`src/rtl/config_loader.sv`:
```
// config_loader
//
// Front end of the fabric configuration path. A byte-wide bitstream arrives
// over a valid/ready handshake. The first byte must equal SYNC_BYTE. The
// payload bytes that follow are serialized LSB-first onto the configuration
// shift chain. The chain holds every logic tile's LUT/FF-select memory and
// every switch box's one-hot select. After the last chain bit has been
// shifted, cfg_latch pulses for one cycle so that the fabric adopts the new
// configuration atomically.
//
// Optional build macro: CFG_CRC_EN
//   Defined   : after the payload, one more byte is accepted and compared
//               against a CRC-8 (poly 0x07, init 0x00, MSB-first) computed
//               over all payload bytes as received. On a mismatch the load
//               aborts without latching.
//   Undefined : no CRC logic. The load latches directly after the last shift.
//
// Ports
//   clock      rising-edge clock
//   reset      synchronous active-high reset
//   start      begin a load (honoured in IDLE, DONE, ERROR only)
//   in_data    bitstream byte
//   in_valid   in_data valid
//   in_ready   loader accepts in_data this cycle (registered)
//   cfg_sdata  serial configuration bit, valid while cfg_shift is high
//   cfg_shift  chain shift enable
//   cfg_latch  one-cycle pulse that commits the chain contents
//   busy       load in progress
//   done       last load completed (sticky until next start)
//   error      last load aborted (sticky until next start)
//
// state  | meaning
// -------+------------------------------------------------------------
// IDLE   | waiting for start after reset
// SYNC   | waiting for the sync byte
// LOAD   | accepting payload bytes and shifting them onto the chain
// CRC    | waiting for the check byte (CFG_CRC_EN builds only)
// LATCH  | cfg_latch asserted for one cycle
// DONE   | load complete; waiting for start
// ERROR  | load aborted; waiting for start

module config_loader #(
    parameter int         NUM_TILES    = 22,
    parameter int         TILE_BITS    = 33,
    parameter int         NUM_SWITCHES = 13,
    parameter int         SWITCH_BITS  = 16,
    parameter logic [7:0] SYNC_BYTE    = 8'hA5
) (
    input  logic       clock,
    input  logic       reset,
    input  logic       start,
    input  logic [7:0] in_data,
    input  logic       in_valid,
    output logic       in_ready,
    output logic       cfg_sdata,
    output logic       cfg_shift,
    output logic       cfg_latch,
    output logic       busy,
    output logic       done,
    output logic       error
);

    localparam int TOTAL_BITS = NUM_TILES * TILE_BITS + NUM_SWITCHES * SWITCH_BITS;
    localparam int NUM_BYTES  = (TOTAL_BITS + 7) / 8;
    localparam int LAST_BITS  = TOTAL_BITS - 8 * (NUM_BYTES - 1);
    localparam int BYTE_W     = $clog2(NUM_BYTES + 1);

    typedef enum logic [2:0] {
        S_IDLE,
        S_SYNC,
        S_LOAD,
`ifdef CFG_CRC_EN
        S_CRC,
`endif
        S_LATCH,
        S_DONE,
        S_ERROR
    } state_t;

    state_t            state;
    logic [2:0]        bit_cnt;   // bits still to show after the current one
    logic [BYTE_W-1:0] byte_cnt;  // payload bytes not yet accepted
    logic [6:0]        shreg;     // remaining bits of the byte being shifted

`ifdef CFG_CRC_EN
    logic [7:0] crc;

    function automatic logic [7:0] crc8_next(input logic [7:0] c_in, input logic [7:0] d);
        logic [7:0] c;
        c = c_in ^ d;
        for (int i = 0; i < 8; i++) begin
            c = c[7] ? ((c << 1) ^ 8'h07) : (c << 1);
        end
        return c;
    endfunction
`endif

    always_ff @(posedge clock) begin
        if (reset) begin
            state     <= S_IDLE;
            in_ready  <= 1'b0;
            cfg_sdata <= 1'b0;
            cfg_shift <= 1'b0;
            cfg_latch <= 1'b0;
            busy      <= 1'b0;
            done      <= 1'b0;
            error     <= 1'b0;
            bit_cnt   <= 3'd0;
            byte_cnt  <= '0;
            shreg     <= 7'd0;
`ifdef CFG_CRC_EN
            crc       <= 8'h00;
`endif
        end else begin
            case (state)
                S_IDLE, S_DONE, S_ERROR: begin
                    if (start) begin
                        state    <= S_SYNC;
                        in_ready <= 1'b1;
                        busy     <= 1'b1;
                        done     <= 1'b0;
                        error    <= 1'b0;
`ifdef CFG_CRC_EN
                        crc      <= 8'h00;
`endif
                    end
                end

                S_SYNC: begin
                    if (in_valid && in_ready) begin
                        if (in_data == SYNC_BYTE) begin
                            // in_ready stays high: the shifter is empty
                            state    <= S_LOAD;
                            byte_cnt <= BYTE_W'(NUM_BYTES);
                        end else begin
                            state    <= S_ERROR;
                            in_ready <= 1'b0;
                            busy     <= 1'b0;
                            error    <= 1'b1;
                        end
                    end
                end

                S_LOAD: begin
                    if (cfg_shift) begin
                        if (bit_cnt != 3'd0) begin
                            cfg_sdata <= shreg[0];
                            shreg     <= {1'b0, shreg[6:1]};
                            bit_cnt   <= bit_cnt - 3'd1;
                        end else begin
                            // last bit of this byte has just been shown
                            cfg_shift <= 1'b0;
                            cfg_sdata <= 1'b0;
                            if (byte_cnt == '0) begin
`ifdef CFG_CRC_EN
                                state    <= S_CRC;
                                in_ready <= 1'b1;
`else
                                state     <= S_LATCH;
                                cfg_latch <= 1'b1;
`endif
                            end else begin
                                in_ready <= 1'b1;
                            end
                        end
                    end else if (in_valid && in_ready) begin
                        // bit 0 goes out on the very next cycle
                        in_ready  <= 1'b0;
                        cfg_shift <= 1'b1;
                        cfg_sdata <= in_data[0];
                        shreg     <= in_data[7:1];
                        byte_cnt  <= byte_cnt - BYTE_W'(1);
                        // the final byte carries only LAST_BITS chain bits; its pad is dropped
                        bit_cnt   <= (byte_cnt == BYTE_W'(1)) ? 3'(LAST_BITS - 1) : 3'd7;
`ifdef CFG_CRC_EN
                        crc       <= crc8_next(crc, in_data);
`endif
                    end
                end

`ifdef CFG_CRC_EN
                S_CRC: begin
                    if (in_valid && in_ready) begin
                        in_ready <= 1'b0;
                        if (in_data == crc) begin
                            state     <= S_LATCH;
                            cfg_latch <= 1'b1;
                        end else begin
                            state <= S_ERROR;
                            busy  <= 1'b0;
                            error <= 1'b1;
                        end
                    end
                end
`endif

                S_LATCH: begin
                    state     <= S_DONE;
                    cfg_latch <= 1'b0;
                    busy      <= 1'b0;
                    done      <= 1'b1;
                end

                default: begin
                    state <= S_IDLE;
                end
            endcase
        end
    end

endmodule
```
`config.mk`:
```
export PLATFORM = sky130hd
export DESIGN_NAME = config_loader
export DESIGN_NICKNAME = d
export VERILOG_FILES = /design/src/rtl/config_loader.sv
export SDC_FILE = /design/constraint.sdc
export NUM_CORES = 1
export LEC_CHECK = 0
export CORE_MARGIN = 4
export CORE_UTILIZATION = 40
export DETAILED_ROUTE_END_ITERATION = 16
export MAX_ROUTING_LAYER = met4
export PLACE_DENSITY = 0.61
export SLEW_MARGIN = 10
export SYNTH_ARGS = -nofsm -noshare
export SYNTH_HDL_FRONTEND = slang
export SYNTH_SLANG_ARGS = --single-unit
```
`constraint.sdc`:
```
create_clock -name clock -period 2 [get_ports clock]
set_clock_uncertainty 0.1 [all_clocks]
set_input_delay 0.6 -clock clock [delete_from_list [all_inputs] [get_ports clock]]
set_output_delay 0.6 -clock clock [all_outputs]
set_load 0.05 [all_outputs]
```
-- Word-level counts from Yosys, hierarchy flattened
Index checks and enable logic that the tools add are counted.
Widths: inputs -> output; s select.
- register bits after elaboration: 27
- bits of input ports: 12
- word-level logic and storage cells: 97
- mux-type cells: 43
- equal/unequal tests: 20
- $add $sub $neg: 2
- reduce and logical (&&, ||, !) cells: 21
- operator list (cell ; number):
    $mux 7 ; 7
    $mux 3 ; 9
    $mux 1 ; 19
    $ne 2x2->1 const B ; 9
    $pmux 7 s2 ; 1
    $pmux 3 s4 ; 1
    $reduce_and 4->1 ; 3
    $reduce_and 5->1 ; 2
    $reduce_bool 2->1 ; 5
    $ne 3x3->1 const B ; 3
    $reduce_bool 3->1 ; 3
    $eq 8x8->1 const B ; 1
    $eq 7x1->1 const B ; 1
    $logic_not 7->1 ; 1
    $reduce_and 7->1 ; 1
    $sub 7x1->7 const B ; 1
    $eq 3x2->1 const B ; 2
    $eq 3x3->1 const B ; 2
    $pmux 1 s2 ; 3
    $pmux 1 s3 ; 2
    $reduce_and 2->1 ; 2
    $eq 3x1->1 const B ; 1
    $logic_not 3->1 ; 1
    $reduce_and 3->1 ; 1
    5 further kinds ; 5

-- Depth between registers and ports, before layout
Gate-level depths: netlist of the first run.
- depth in word-level cells: 5
- depth in mapped cells: 7
- mapped depth without buffers: 7

-- Worst setup path after synthesis of the first run
OpenSTA, ideal clock, no wires.
- kind: reg-to-reg
- from: reg cfg_shift
- to: reg in_ready
- path buffers: 1
- required time: 1814 ps
- setup slack: -66 ps
- stages on the path, launching flop included: 7
- setup time: 86 ps
- data arrival time: 1881 ps
- cells stage by stage: dfxtp_1 clkbuf_1 and3b_1 o21ai_0 a221oi_1 a21oi_1 a211oi_1
- cells in the longest elaborated chain, start to end: 2
- elaborated cells between the ends (all ways): 6
- ends and longest elaborated chain (item ; line ; RTL):
    start, declared ; 56 ; output logic cfg_shift,
    start signal, assigned ; 103 ; cfg_shift <= 1'b0;
    start signal, assigned ; 152 ; cfg_shift <= 1'b0;
    start signal, assigned ; 169 ; cfg_shift <= 1'b1;
    $ne 3x3->1 (no line) or $mux 1 (tied branches) ; n/a ;
    $reduce_and 7->1 (no line) or $pmux 1 s3 (tied branches) ; n/a ;
    end signal, assigned ; 101 ; in_ready <= 1'b0;
    end signal, assigned ; 119 ; in_ready <= 1'b1;
    end signal, assigned ; 137 ; in_ready <= 1'b0;
    end, declared ; 54 ; output logic in_ready,
Parallel ways exist; a longest one is shown, timed or not.
A chain may end at the register's enable or synchronous reset.

-- Worst setup path after layout of the first run
- from: in in_data[2]
- to: reg byte_cnt[3]
- cells in the longest elaborated chain, start to end: 3
- ends and longest elaborated chain (item ; line ; RTL):
    start, declared ; 52 ; input logic [7:0] in_data,
    $eq 8x8->1 ; 131 ; if (in_data == SYNC_BYTE) begin
    $ne 2x2->1 (no line) ; n/a ;
    $reduce_and 5->1 (no line) ; n/a ;
    end signal, assigned ; 134 ; byte_cnt <= BYTE_W'(NUM_BYTES);
    end signal, assigned ; 172 ; byte_cnt <= byte_cnt - BYTE_W'(1);
    end, declared ; 82 ; logic [BYTE_W-1:0] byte_cnt;
No other way between the ends.

==> impl_metrics.yaml, run 1 <==
logic_synthesis:
  ys_async_sr_fraction_pct: 0
  yosys_warnings: 0
  synth.largest_area_cell: "dfxtp_1"
  ys_types: 42
  synth.area.top_cells: "dfxtp_1 (37%), a21oi_1 (6.5%), nor2_1 (5.4%)"
  synthesis.area_um2: 1468
  synthFlopType: "dfxtp_1"
  syn_avg_cell_area_um2: 8.435
  syn_nets: 191
  yosysMostFrequentCell: "dfxtp_1"
  syn_inst: 174
  synth-seq-area-share_pct: 36.83
  synth_edf_count: 0
  ys_ff_latch: 27
  yosys.area.top_type_share_pct: 36.83
  yosys-top-cells-count: "dfxtp_1 (27), nor2_1 (21), a21oi_1 (19)"
detailed_routing:
  dr.pass1.iters: 4
  ant_nets: 0
  vias: 1377
  drt-initial-drc-count: 82
  drc_errors: 0
  drt-vias-per-instance: 5.443
  drt-wirelength-per-cell_um: 14.28
  drt_wl_total_um: 3612
timing:
  hold_viol: 0
  tightest_slew_ns: 0.3532
  tns_ns: 0
  post-route-period-util_pct: 96.74
  min_period_ns: 1.935
  setup_ws_ns: 0.06516
  finalSetupViolCount: 0
  rsz0062_at_grt: "false"
  timing.fmax_ghz: 0.5168
  drv_slew: 0
  slew_headroom_pct: 76.32
run_status:
  outcome: "completed"
critical_path:
  reg2reg_from: "byte_cnt[2]$_SDFFE_PP0P_"
  cp_data_required_time_ns: 2.12
  r2r-end: "state[0]$_SDFFE_PP0P_"
  crit_fanout: 4
  cp-startpoint: "in_data[2]"
  worst-setup-path-type: "primary input to flop"
  arrival_ns: 2.05
  cp-end-kind: "flop"
  rrSetupSlack_ns: 0.18
  ff2ff_path_depth: 6
  critPathLaunchType: "primary input"
  critical_path.endpoint: "byte_cnt[3]$_SDFFE_PP0P_"
grt:
  grt_max_degree: 28
  grt_pass1_wl_um: 6051
  grtUsageTotal_pct: 17.53
  antenna_found_initial: 0
  grt_pass1_vias: 1341
  globalRouteOverflowTotal: 0
layout:
  nets: 225
  synthToLayoutAreaGrowth_pct: 30.61
  drive_gt1_share_pct: 24.15
  n_antenna_cell: 0
  post-route-util_pct: 55.69
  final_cell_area_um2: 1917
  fillCellCount: 320
clock_tree:
  clk_pin_slew_ns: 0.09
  clk_latency_ns: 0.27
  htree_num_levels: 1
  clock-sinks: 27
  cts_buffers: 3
  cts_buffer_depth: 2
  cts_tree: "done"
  root_buffer: "clkbuf_8"
min_path:
  hp-class: "flop to flop"
  min_delay_path_depth: 1
die:
  die-area_um2: 4703
  coreArea_um2: 3442
  initial_core_util_pct: 42.64
  io_pins: 19
  die_w_um: 68.58
  rows: 21
  die_y_um: 68.58
placed_design:
  dp_slack_ns: -0.6229
  gp_congestion: 0.8652
  place_area_um2: 1841
  port_buffers: 18
  dp_hpwl_um: 2602
power:
  peakVddDrop_v: 0.0002773
  power_density_nw_per_um2: 576.4
  total_leakage_power_nw: 0.7284
  finalPower_mw: 1.105
flow_run:
  maxCapViolCount: 0
## registers in the layout, indices dropped and copies added (netlist names)
name	count
byte_cnt	7
shreg	7
bit_cnt	3
state	3
busy	1
cfg_latch	1
cfg_sdata	1
cfg_shift	1
done	1
error	1
in_ready	1
## timing repair
action / in CTS / in global routing
pin swaps: 6 / 7
hold buffers: 0 / 0
endpoints found under the setup margin: 9 / 12
buffers inserted: 1 / 0
resized for setup: 12 / 18
## per-stage QoR
stage | hold slack [ns] | std cells
final | 0.3724 | 253
after CTS | 0.3784 | 253
after global routing | 0.4121 | 253
after floorplan | 0.3389 | 174
after detailed placement | 0.3569 | 248
after global placement | 0.3516 | 248
## layer usage
layer | global-route usage [%] | part of all wire [%] | vias up
li1 | - | - | 696
met1 | 20.92 | 45 | 652
met2 | 29.56 | 50 | 24
met3 | 2.755 | 4.1 | 5
met4 | 6.700 | 1.3 | 0
met5 | - | 0 | -
## cell type report
type	count	area [µm²]	area share, %
Timing Repair Buffer	39	340.3	17.75
Inverter	6	22.52	1.175
Clock inverter	1	5.005	0.2611
Sequential cell	27	543.0	28.33
Clock buffer	3	41.29	2.154
Multi-Input combinational cell	131	907.1	47.32
Tap cell	46	57.56	3.003
## cells in the final DEF, fill, tap and decap left out, drive strengths merged, types with 2 or more instances in the layout
cell type,netlist,final
clkdlybuf4s50,0,2
nand4,2,2
nor2,21,21
dlygate4sd2,0,2
a311oi,2,2
dfxtp,27,27
o21ai,5,5
nor4bb,2,2
nand3,3,3
inv,6,6
nand2b,7,7
clkbuf,5,9
nor3,7,7
a211oi,12,12
mux2i,6,6
a221oi,2,2
o211ai,2,2
nor2b,3,3
ha,5,5
buf,5,28
nor3b,3,3
a211o,2,2
a21oi,19,19
nand2,12,12
and3b,2,2
## cells by family (layout without fill, tap and decap cells)
family          count (synthesis)  count (layout)  synth area share [%]
fa+ha+maj                       5               5                 4.263
simple gates                   69              69                 25.83
mux                             6               6                 4.092
buf+inv                        16              49                 4.859
xor+xnor                        1               1                0.5969
compound gates                 50              50                 23.53
flops                          27              27                 36.83
## power by group
| group | switching [mW] | internal, mW | total (mW) |
|---|---|---|---|
| Combinational | 0.120 | 0.101 | 0.221 |
| Sequential | 0.0160 | 0.553 | 0.569 |
| Clock | 0.175 | 0.140 | 0.315 |
## worst max-delay path, cell delays in order
cell	delay, ns
dlygate4sd2_1	0.23
nor4bb_4	0.27
nand2_2	0.12
a211o_1	0.34
or3_1	0.35
a21oi_1	0.14
## worst min-delay path by stage
stage                                    end                startpoint
floorplan           byte_cnt[6]$_SDFFE_PP0P_  byte_cnt[6]$_SDFFE_PP0P_
global placement      cfg_latch$_SDFFE_PP0P_    cfg_latch$_SDFFE_PP0P_
detailed placement    cfg_latch$_SDFFE_PP0P_    cfg_latch$_SDFFE_PP0P_
CTS                 byte_cnt[6]$_SDFFE_PP0P_  byte_cnt[6]$_SDFFE_PP0P_
global route          cfg_latch$_SDFFE_PP0P_    cfg_latch$_SDFFE_PP0P_
finish                cfg_latch$_SDFFE_PP0P_    cfg_latch$_SDFFE_PP0P_
Power figures use the tool's default switching activity.
==> run 2: changes to the inputs <==
Settings changed: ABC_AREA set to 1, PLACE_DENSITY 0.61 to 0.59.
Clock period 2 ns to 1.8 ns, I/O delays scaled along.
==> run 2 against run 1 <==
  * Count of clock-buffer cells in the layout increased by 1
  * Hold slack better by 0.0018 ns
  * Utilization is 2.5 points lower
  * Via count up 6.8%
  * Critical endpoint is now cfg_shift
  * Largest power group unchanged
==> impl_metrics.yaml, run 2 <==
logic_synthesis:
  yosysMostFrequentCell: "nand2_1"
  ys_types: 26
  synth-seq-area-share_pct: 35.88
  ys_ff_latch: 27
  syn_avg_cell_area_um2: 6.786
  yosys-top-cells-count: "nand2_1 (60), dfxtp_1 (27), nor2_1 (27)"
  syn_nets: 239
  synth.largest_area_cell: "dfxtp_1"
  syn_inst: 222
  synthFlopType: "dfxtp_1"
  synth.area.top_cells: "dfxtp_1 (36%), nand2_1 (15%), nor2_1 (6.7%)"
  synth_edf_count: 0
  yosys.area.top_type_share_pct: 35.88
  yosys_warnings: 0
  synthesis.area_um2: 1506
  ys_async_sr_fraction_pct: 0
layout:
  final_cell_mix: "nand2_1 (60), dfxtp_1 (27), nor2_1 (26)"
  synthToLayoutAreaGrowth_pct: 29.24
  top_regs: "byte_cnt x7, shreg x7"
  mostFrequentLayoutCell: "nand2_1"
  nets: 270
  final_cell_area_um2: 1947
  post-route-util_pct: 53.18
  n_antenna_cell: 0
  drive_gt1_share_pct: 17.46
clock_tree:
  clock-sinks: 27
  root_buffer: "clkbuf_8"
  htree_num_levels: 1
  cts_buffer_depth: 2
  cts_tree: "done"
  clk_latency_ns: 0.27
  cts_buffers: 3
  clk_pin_slew_ns: 0.10
  post_cts_buffers: 0
detailed_routing:
  vias: 1471
  drt-initial-drc-count: 86
  drt-wirelength-per-cell_um: 11.62
  ant_nets: 0
  drt_wl_total_um: 3487
  drc_errors: 0
  dr.pass1.iters: 4
  drt-vias-per-instance: 4.903
critical_path:
  arrival_ns: 1.06
  crit_fanout: 12
  cp_data_required_time_ns: 1.16
  cp-end-kind: "output pin"
  worst-setup-path-type: "flop to output pin"
  critPathLaunchType: "flop"
power:
  comb_power_share_pct: 30.4
  power_density_nw_per_um2: 749.9
  power.share.sequential_pct: 45.5
  total_leakage_power_nw: 0.8469
  p_int_mw: 0.9746
  peakVddDrop_v: 0.0006509
  switching_power_mw: 0.4853
  pwr-share-clk_pct: 24.1
  p_sw_share_pct: 33.24
  finalPower_mw: 1.460
grt:
  grt_pass1_vias: 1386
  grt_pass1_wl_um: 6258
  globalRouteOverflowTotal: 0
  grt_max_degree: 21
  antenna_found_initial: 0
  grtUsageTotal_pct: 15.95
die:
  rows: 22
  die_y_um: 69.37
  die_w_um: 69.37
  io_pins: 19
  initial_core_util_pct: 41.15
  die-area_um2: 4812
  coreArea_um2: 3661
timing:
  timing.fmax_ghz: 0.5899
  drv_slew: 0
  worst_hold_slack_ns: 0.3742
  min_period_ns: 1.695
  post-route-period-util_pct: 94.18
  finalSetupViolCount: 0
  hold_viol: 0
  slew_headroom_pct: 84.02
  rsz0062_at_grt: "true"
  tightest_slew_ns: 0.2394
placed_design:
  dp_hpwl_um: 2656
  gp_congestion: 0.8651
  port_buffers: 18
  place_area_um2: 1896
run_status:
  outcome: "completed"
flow_run:
  maxCapViolCount: 0
min_path:
  hp-class: "flop to flop"
-- run 2: path summary, 6_finish.rpt --
kind	startpoint	endpoint	slack (ns)	cells past startpoint
worst min-delay path	bit_cnt[0]$_SDFFE_PP0P_	bit_cnt[0]$_SDFFE_PP0P_	0.37	1
worst max-delay path	cfg_shift$_SDFFE_PP0N_	cfg_shift	0.10	2
worst min register to register	bit_cnt[0]$_SDFFE_PP0P_	bit_cnt[0]$_SDFFE_PP0P_	0.37	1
worst max register to register	bit_cnt[0]$_SDFFE_PP0P_	shreg[0]$_SDFFE_PP0P_	0.20	8
-- run 2: cell families after synthesis --
group                    synth area share, %
buffers and inverters                  9.302
AO/OA/AOI/OAI                          14.37
adder cells (fa/ha/maj)                4.153
flip-flops                             35.88
XOR/XNOR                               1.745
AND/OR/NAND/NOR                        34.55
-- run 2: critical path, stage by stage, from the launching register on --
cell and delay (ns):
dfxtp_1 0.40, buf_4 0.23, buf_12 0.15
-- run 2: layer usage --
metal	share of wire (%)	wire length, µm	track usage [%]
met1	49	1707	20.50
met2	47	1640	25.85
met3	3.4	117	3.623
met4	0.63	22	3.037
met5	0	0	-
-- run 2: layout make-up --
class                   instances  area, µm²
fillers                       366       1714
multi-input cells             163      832.0
flip-flops and latches         27      540.5
repair buffers                 33      375.4
inverters                      25      93.84
well taps                      48      60.06
clock buffers                   4      45.04
-- run 2: timing repair --
action                     4_1_cts  5_1_grt
resized for setup                0        2
setup endpoints to repair        0        6
hold buffers                     0        0
-- run 2: power by group through the flow --
stage               Sequential (mW)  Combinational, mW  Clock [mW]
CTS                           0.664              0.447       0.363
finish                        0.664              0.443       0.352
global route                  0.669              0.491       0.384
global placement              0.678              0.439           0
floorplan                     0.714              0.235           0
detailed placement            0.678              0.444           0
-- run 2: stage by stage --
step / setup slack, ns / instances / setup TNS (ns)
detailed placement: -0.2210 / 296 / -3.172
floorplan: 0.2546 / 222 / 0
global route: -0.004872 / 300 / -0.004872
finish: 0.1047 / 300 / 0
global placement: -0.1978 / 296 / -2.795
CTS: 0.07261 / 300 / 0
